[src/rtl/piso_frame_serializer.sv]
// rtl/piso_frame_serializer.sv - PISO frame serializer: start bit, WIDTH data bits LSB first, optional even parity (PISO_FRAME_PARITY_EN), stop bit
module piso_frame_serializer #(
    parameter int   WIDTH      = 8,
    parameter logic IDLE_LEVEL = 1'b1
) (
    input  logic             clk,
    input  logic             rst,
    input  logic [WIDTH-1:0] din,
    input  logic             load_valid,
    output logic             load_ready,
    output logic             so,
    output logic             busy,
    output logic             done
);

    localparam int CNT_W = (WIDTH > 1) ? $clog2(WIDTH) : 1;

`ifdef PISO_FRAME_PARITY_EN
    typedef enum logic [2:0] {
        S_IDLE   = 3'd0,
        S_START  = 3'd1,
        S_DATA   = 3'd2,
        S_PARITY = 3'd3,
        S_STOP   = 3'd4
    } state_t;
`else
    typedef enum logic [2:0] {
        S_IDLE   = 3'd0,
        S_START  = 3'd1,
        S_DATA   = 3'd2,
        S_STOP   = 3'd4
    } state_t;
`endif

    state_t             state_q;
    state_t             state_d;
    logic [WIDTH-1:0]   shift_q;
    logic [CNT_W-1:0]   cnt_q;
    logic               ready_en_q;
`ifdef PISO_FRAME_PARITY_EN
    logic               par_q;
`endif

    logic               accept;
    logic               last_bit;

    // load_ready is a decode of registered state, so accept has no input-to-output path
    assign accept   = load_valid & load_ready;
    assign last_bit = (cnt_q == CNT_W'(WIDTH - 1));

    // State register; reset forces IDLE without waiting for a clock
    always_ff @(posedge clk or posedge rst) begin
        if (rst) begin
            state_q <= S_IDLE;
        end else begin
            state_q <= state_d;
        end
    end

    // Next-state logic: STOP can chain straight into START for gapless frames
    always_comb begin
        state_d = state_q;
        case (state_q)
            S_IDLE:  if (accept) state_d = S_START;
            S_START: state_d = S_DATA;
            S_DATA: begin
                if (last_bit) begin
`ifdef PISO_FRAME_PARITY_EN
                    state_d = S_PARITY;
`else
                    state_d = S_STOP;
`endif
                end
            end
`ifdef PISO_FRAME_PARITY_EN
            S_PARITY: state_d = S_STOP;
`endif
            S_STOP:  state_d = accept ? S_START : S_IDLE;
            default: state_d = S_IDLE;
        endcase
    end

    // Output decode from state and registered datapath only
    always_comb begin
        so         = IDLE_LEVEL;
        busy       = 1'b1;
        done       = 1'b0;
        load_ready = 1'b0;
        case (state_q)
            S_IDLE: begin
                busy       = 1'b0;
                load_ready = ready_en_q;
            end
            S_START: so = ~IDLE_LEVEL;
            S_DATA:  so = shift_q[0];
`ifdef PISO_FRAME_PARITY_EN
            S_PARITY: so = par_q;
`endif
            S_STOP: begin
                done       = 1'b1;
                load_ready = ready_en_q;
            end
            default: busy = 1'b0;
        endcase
    end

    // Datapath: capture on accept, shift right during DATA, hold counter at the last bit
    always_ff @(posedge clk or posedge rst) begin
        if (rst) begin
            shift_q    <= '0;
            cnt_q      <= '0;
            ready_en_q <= 1'b0;
`ifdef PISO_FRAME_PARITY_EN
            par_q      <= 1'b0;
`endif
        end else begin
            // ready is held off until the first edge after reset release
            ready_en_q <= 1'b1;
            if (accept) begin
                shift_q <= din;
                cnt_q   <= '0;
`ifdef PISO_FRAME_PARITY_EN
                par_q   <= ^din;
`endif
            end else if (state_q == S_DATA) begin
                shift_q <= shift_q >> 1;
                if (!last_bit) begin
                    cnt_q <= cnt_q + CNT_W'(1);
                end
            end
        end
    end

endmodule
[config.mk]
export PLATFORM = sky130hd
export DESIGN_NAME = piso_frame_serializer
export DESIGN_NICKNAME = d
export VERILOG_FILES = /design/src/rtl/piso_frame_serializer.sv
export SDC_FILE = /design/constraint.sdc
export NUM_CORES = 1
export LEC_CHECK = 0
export BUFFER_PORTS_ARGS = -buffer_cell sky130_fd_sc_hd__buf_2
export CAP_MARGIN = 5
export CORE_MARGIN = 2
export CORE_UTILIZATION = 51
export CTS_CLUSTER_SIZE = 12
export DETAILED_ROUTE_END_ITERATION = 12
export GPL_ROUTABILITY_DRIVEN = 0
export HOLD_SLACK_MARGIN = 0.05
export PLACE_DENSITY_LB_ADDON = 0.25
export SYNTH_ARGS = -nofsm -noshare
export SYNTH_HDL_FRONTEND = slang
export SYNTH_SLANG_ARGS = --single-unit
[constraint.sdc]
create_clock -name clk -period 1.9 [get_ports clk]
set_input_delay 0.19 -clock clk [delete_from_list [all_inputs] [get_ports clk]]
set_output_delay 0.19 -clock clk [all_outputs]
set_load 0.03 [all_outputs]
Yosys cells after proc, flatten, opt, wreduce, memory -nomap -nowiden
Cells that the tools add are included.
- register bits after elaboration: 15
- input bits: 11
- output and inout bits: 4
- logic and storage cells: 32
- $add $sub $neg: 1
- eq/ne operators: 7
- mux-type cells: 13
- bitwise gates (word level): 1
- reduce and logical (&&, ||, !) cells: 6
- operator list (kind ; number):
    8-bit two-way mux ; 2
    3-bit two-way mux ; 5
    3-bit case mux with 4 select lines ; 1
    3-bit == test, second input constant ; 2
    2-bit != test, second input constant ; 3
    1-bit two-way mux ; 4
    2-bit AND reduction ; 2
    3-bit by 1-bit adder with 3-bit output, second input constant ; 1
    3-bit by 1-bit == test with 1-bit output, second input constant ; 1
    3-bit by 2-bit == test with 1-bit output, second input constant ; 1
    3-bit logical NOT ; 1
    3-bit OR reduction ; 1
    1-bit case mux with 2 select lines ; 1
    2-bit nonzero test ; 1
    2-bit OR reduction ; 1
    1-bit bitwise AND ; 1

Longest topological paths before layout
- word-level depth: 6
- gate-level depth with buffers: 5
- gate-level depth less buffers: 5

Worst setup path before layout
No wires, ideal clock.
- path kind: flip-flop to flip-flop
- start: register cnt_q[0]
- end: register cnt_q[0]
- setup time: 0.125 ns
- arrival time: 1.401 ns
- required time: 1.775 ns
- setup slack: 0.373 ns
- cell stages (with the launch flop): 6
- buffers on the path: 0
- period minus slack after synthesis: 1.527 ns
- cell sequence: dfrtp_1 > ha_1 > ha_1 > nor4b_4 > nor2_2 > mux2_4
- word-level cells in the longest chain between the ends: 4
- elaborated cells on any way between the ends: 7
- those cells by class: add/sub: 1; eq/ne: 2; mux: 3; reduce/logical: 1
- RTL lines (what ; line ; source):
    from (decl) ; 38 ; logic [CNT_W-1:0] cnt_q;
    from (signal assigned) ; 128 ; cnt_q <= cnt_q + CNT_W'(1);
    3-bit by 1-bit adder with 3-bit output ; 128 ;
    3-bit two-way mux ; 127 ; if (!last_bit) begin
    3-bit two-way mux ; 125 ; end else if (state_q == S_DATA) begin
    3-bit two-way mux ; 119 ; if (accept) begin
Several ways; a longest one is shown, not always the timed one. The select of a mux whose other input is x is not followed.
A chain may end at the register's enable or synchronous reset.

Final worst setup path
- start: register state_q[0]
- end: output so
- word-level cells in the longest chain between the ends: 2
- elaborated cells on any way between the ends: 3
- those cells by class: eq/ne: 2; mux: 1
- RTL lines (what ; line ; source):
    from (decl) ; 35 ; state_t state_q;
    from (signal assigned) ; 56 ; state_q <= state_d;
    3-bit by 2-bit == test with 1-bit output / 3-bit by 1-bit == test with 1-bit output (equally long branches) ; 89 ; case (state_q)
    1-bit case mux with 2 select lines * ; 89 ;
    to (decl) ; 11 ; output logic so,
Mark *: on every way between the ends. The rest lies on a longest branch, timed or not.

==> impl_metrics.tcl <==
set metrics [dict create \
    status "complete, no violations" \
    worstPathCellList "buf_4 -> or3b_1 -> a21o_1 -> buf_2" \
    finalMaxSlewViolations 0 \
    power_mw 1.26 \
    synth_warnings 0 \
    drt_iter0_markers 6 \
    drive_above_1_share 0.333 \
    die_h_um 42.3 \
    overflow 0 \
    ctsRootBufferMaster "clkbuf_4" \
    synth_cell_types 22 \
    most-common-layout-cells "dfrtp_1, buf_2, a22o_1" \
    ir_drop_uv 661 \
    avgRoutedWirePerCell_um 13.1 \
    endpoint_kind "primary output" \
    grt_pass1_wl_um 2060 \
    critPathArrivalTime_ns 1.61 \
    clk_pin_slew_ns 0.09 \
    maxCapViolCount 0 \
    final_util 0.638 \
    slowest_delay_ns 0.45 \
    cp.depth 4 \
    r2r_cells 5 \
    tns_ns 0 \
    rsz0062_at_grt "false" \
    period_needed_ns 1.80 \
    critPathSlowestCell "dfrtp_1" \
    ys_seq_area_frac 0.502 \
    placed_cells 85 \
    numPortBuffers 14 \
    hold_depth 2 \
    numCtsBuffers 3 \
    htree_levels 1 \
    num_rows 13 \
    hold_path.class "input port to flop" \
    clock-sinks 15 \
    finalHoldViolations 0 \
    crit_family "flip-flops" \
    crit_required_ns 1.71 \
    diodes 0 \
    max_freq_mhz 555 \
    powerDensity_mw_per_mm2 1480 \
    crit_type "flop to primary output" \
    hpwlAfterDp_um 847 \
    coreArea_sq_mm 0.00133 \
    via_per_inst 5.41 \
    grt_pass1_vias 476 \
    area_growth_pct 13.7 \
    fin_cells 90 \
    grt_usage 0.154 \
    startpoint_type "flop" \
    leakage_nw 0.465 \
    grt_max_degree 16 \
    synthCells 58 \
    tightest_slew_ns 0.554 \
    drc 0 \
    grt_antenna_before_repair 0 \
    initial_core_util 0.561 \
    post-route-period-util 0.948 \
    dieArea_sq_mm 0.00179 \
    tritoncts "yes" \
    insertion_delay_ns 0.29 \
    syn_avg_cell_area_sq_um 12.9 \
    crit_buf_inv 2 \
    slew_headroom 0.630 \
    nFillCells 115 \
    wl_um 1180 \
    final_common_cell "dfrtp_1" \
    die_width_um 42.3 \
    finalSetupViolations 0 \
    synth_nets 71 \
    firstDrtPassIters 2 \
    io_pins 15 \
    ys_seq_elements 15 \
    path_max_fanout 6 \
    nets 89 \
    antenna_left 0 \
    netlist_area_sq_um 748 \
    via_count 487 \
    ctsLongestPathBuffers 2 \
    fin_skew_ns 0.00845 \
    post_cts.resized_instances 0 \
]
[cell usage after synthesis]
cell type / n / area, sq um
dfrtp_1: 15 / 375
a22o_1: 10 / 87.6
a21o_1: 8 / 60.1
buf_6: 3 / 33.8
ha_1: 2 / 25.0
nor2_2: 2 / 12.5
nor3b_1: 2 / 15.0
or3b_1: 2 / 17.5
a21oi_1: 1 / 5.00
and2_1: 1 / 6.26
and4bb_1: 1 / 12.5
buf_2: 1 / 5.00
conb_1: 1 / 3.75
inv_1: 1 / 3.75
mux2_4: 1 / 15.0
nand2_1: 1 / 3.75
nand2b_1: 1 / 6.26
nor2_1: 1 / 3.75
nor3b_4: 1 / 18.8
nor4b_4: 1 / 23.8
o21ai_1: 1 / 5.00
xnor2_1: 1 / 8.76
[layer usage]
metal / wire length, um / up-vias / track usage
li1: - / 244 / -
met2: 529 / 11 / 0.231
met4: 22 / 0 / 0.0750
met5: 0 / - / 0
met3: 51 / 3 / 0.0388
met1: 573 / 229 / 0.207
[state kept, by name, indices dropped and copies added (netlist names)]
register,flops
state_q,3
cnt_q,3
shift_q,8
ready_en_q,1
[stage by stage]
step | hold slack [ns] | worst slack, ns | cell area, sq um
after floorplan | 0.0915 | 0.373 | 748
after global placement | 0.261 | 0.343 | 813
after detailed placement | 0.268 | 0.284 | 813
after CTS | 0.133 | 0.0755 | 851
after global routing | 0.135 | 0.0199 | 851
final | 0.149 | 0.0995 | 851
[worst reg2reg max path, cell delays in order, from the launching register on]
cell     delay, ns
dfrtp_1       0.40
ha_1          0.21
ha_1          0.22
nor4b_4       0.31
nor2_2        0.10
mux2_4        0.27
[kinds of logic after synthesis]
group,share of synthesized area
AOI/OAI and AO/OA,0.211
xor gates and xnor gates,0.0117
adders and majority gates,0.0334
buffers and inverters,0.0568
DFF,0.502
muxes,0.0201
other,0.00501
and+or+nand+nor,0.161
[layout make-up]
cell class / instances / area (sq um) / share of cell area
Sequential cell: 15 / 375 / 0.441
Clock buffer: 3 / 22.5 / 0.0265
Clock inverter: 1 / 5.00 / 0.00588
Multi-Input combinational cell: 38 / 330 / 0.388
Tap cell: 15 / 18.8 / 0.0221
Inverter: 1 / 3.75 / 0.00441
Timing Repair Buffer: 17 / 95.1 / 0.112
[worst paths after layout]
path / from / endpoint / slack, ns
setup / recovery: state_q[0] / so / 0.1
hold / removal: din[7] / shift_q[7] / 0.15
setup reg to reg: cnt_q[0] / cnt_q[0] / 0.28
hold reg to reg: shift_q[0] / shift_q[0] / 0.49
max in group asynchronous: rst / ready_en_q / 1.03
min in group asynchronous: rst / shift_q[4] / 0.50
[timing repair]
item                      in CTS  in global routing
setup buffers                  0                  0
hold endpoints to repair      15                  0
hold buffers                   1                  0
[power breakdown]
part / switching [mW] / leakage [nW] / total, mW / internal, mW
clock: 0.103 / 0.0177 / 0.182 / 0.0783
combinational: 0.262 / 0.256 / 0.553 / 0.291
sequential: 0.0885 / 0.191 / 0.525 / 0.436
(Power assumes the default switching activity.)
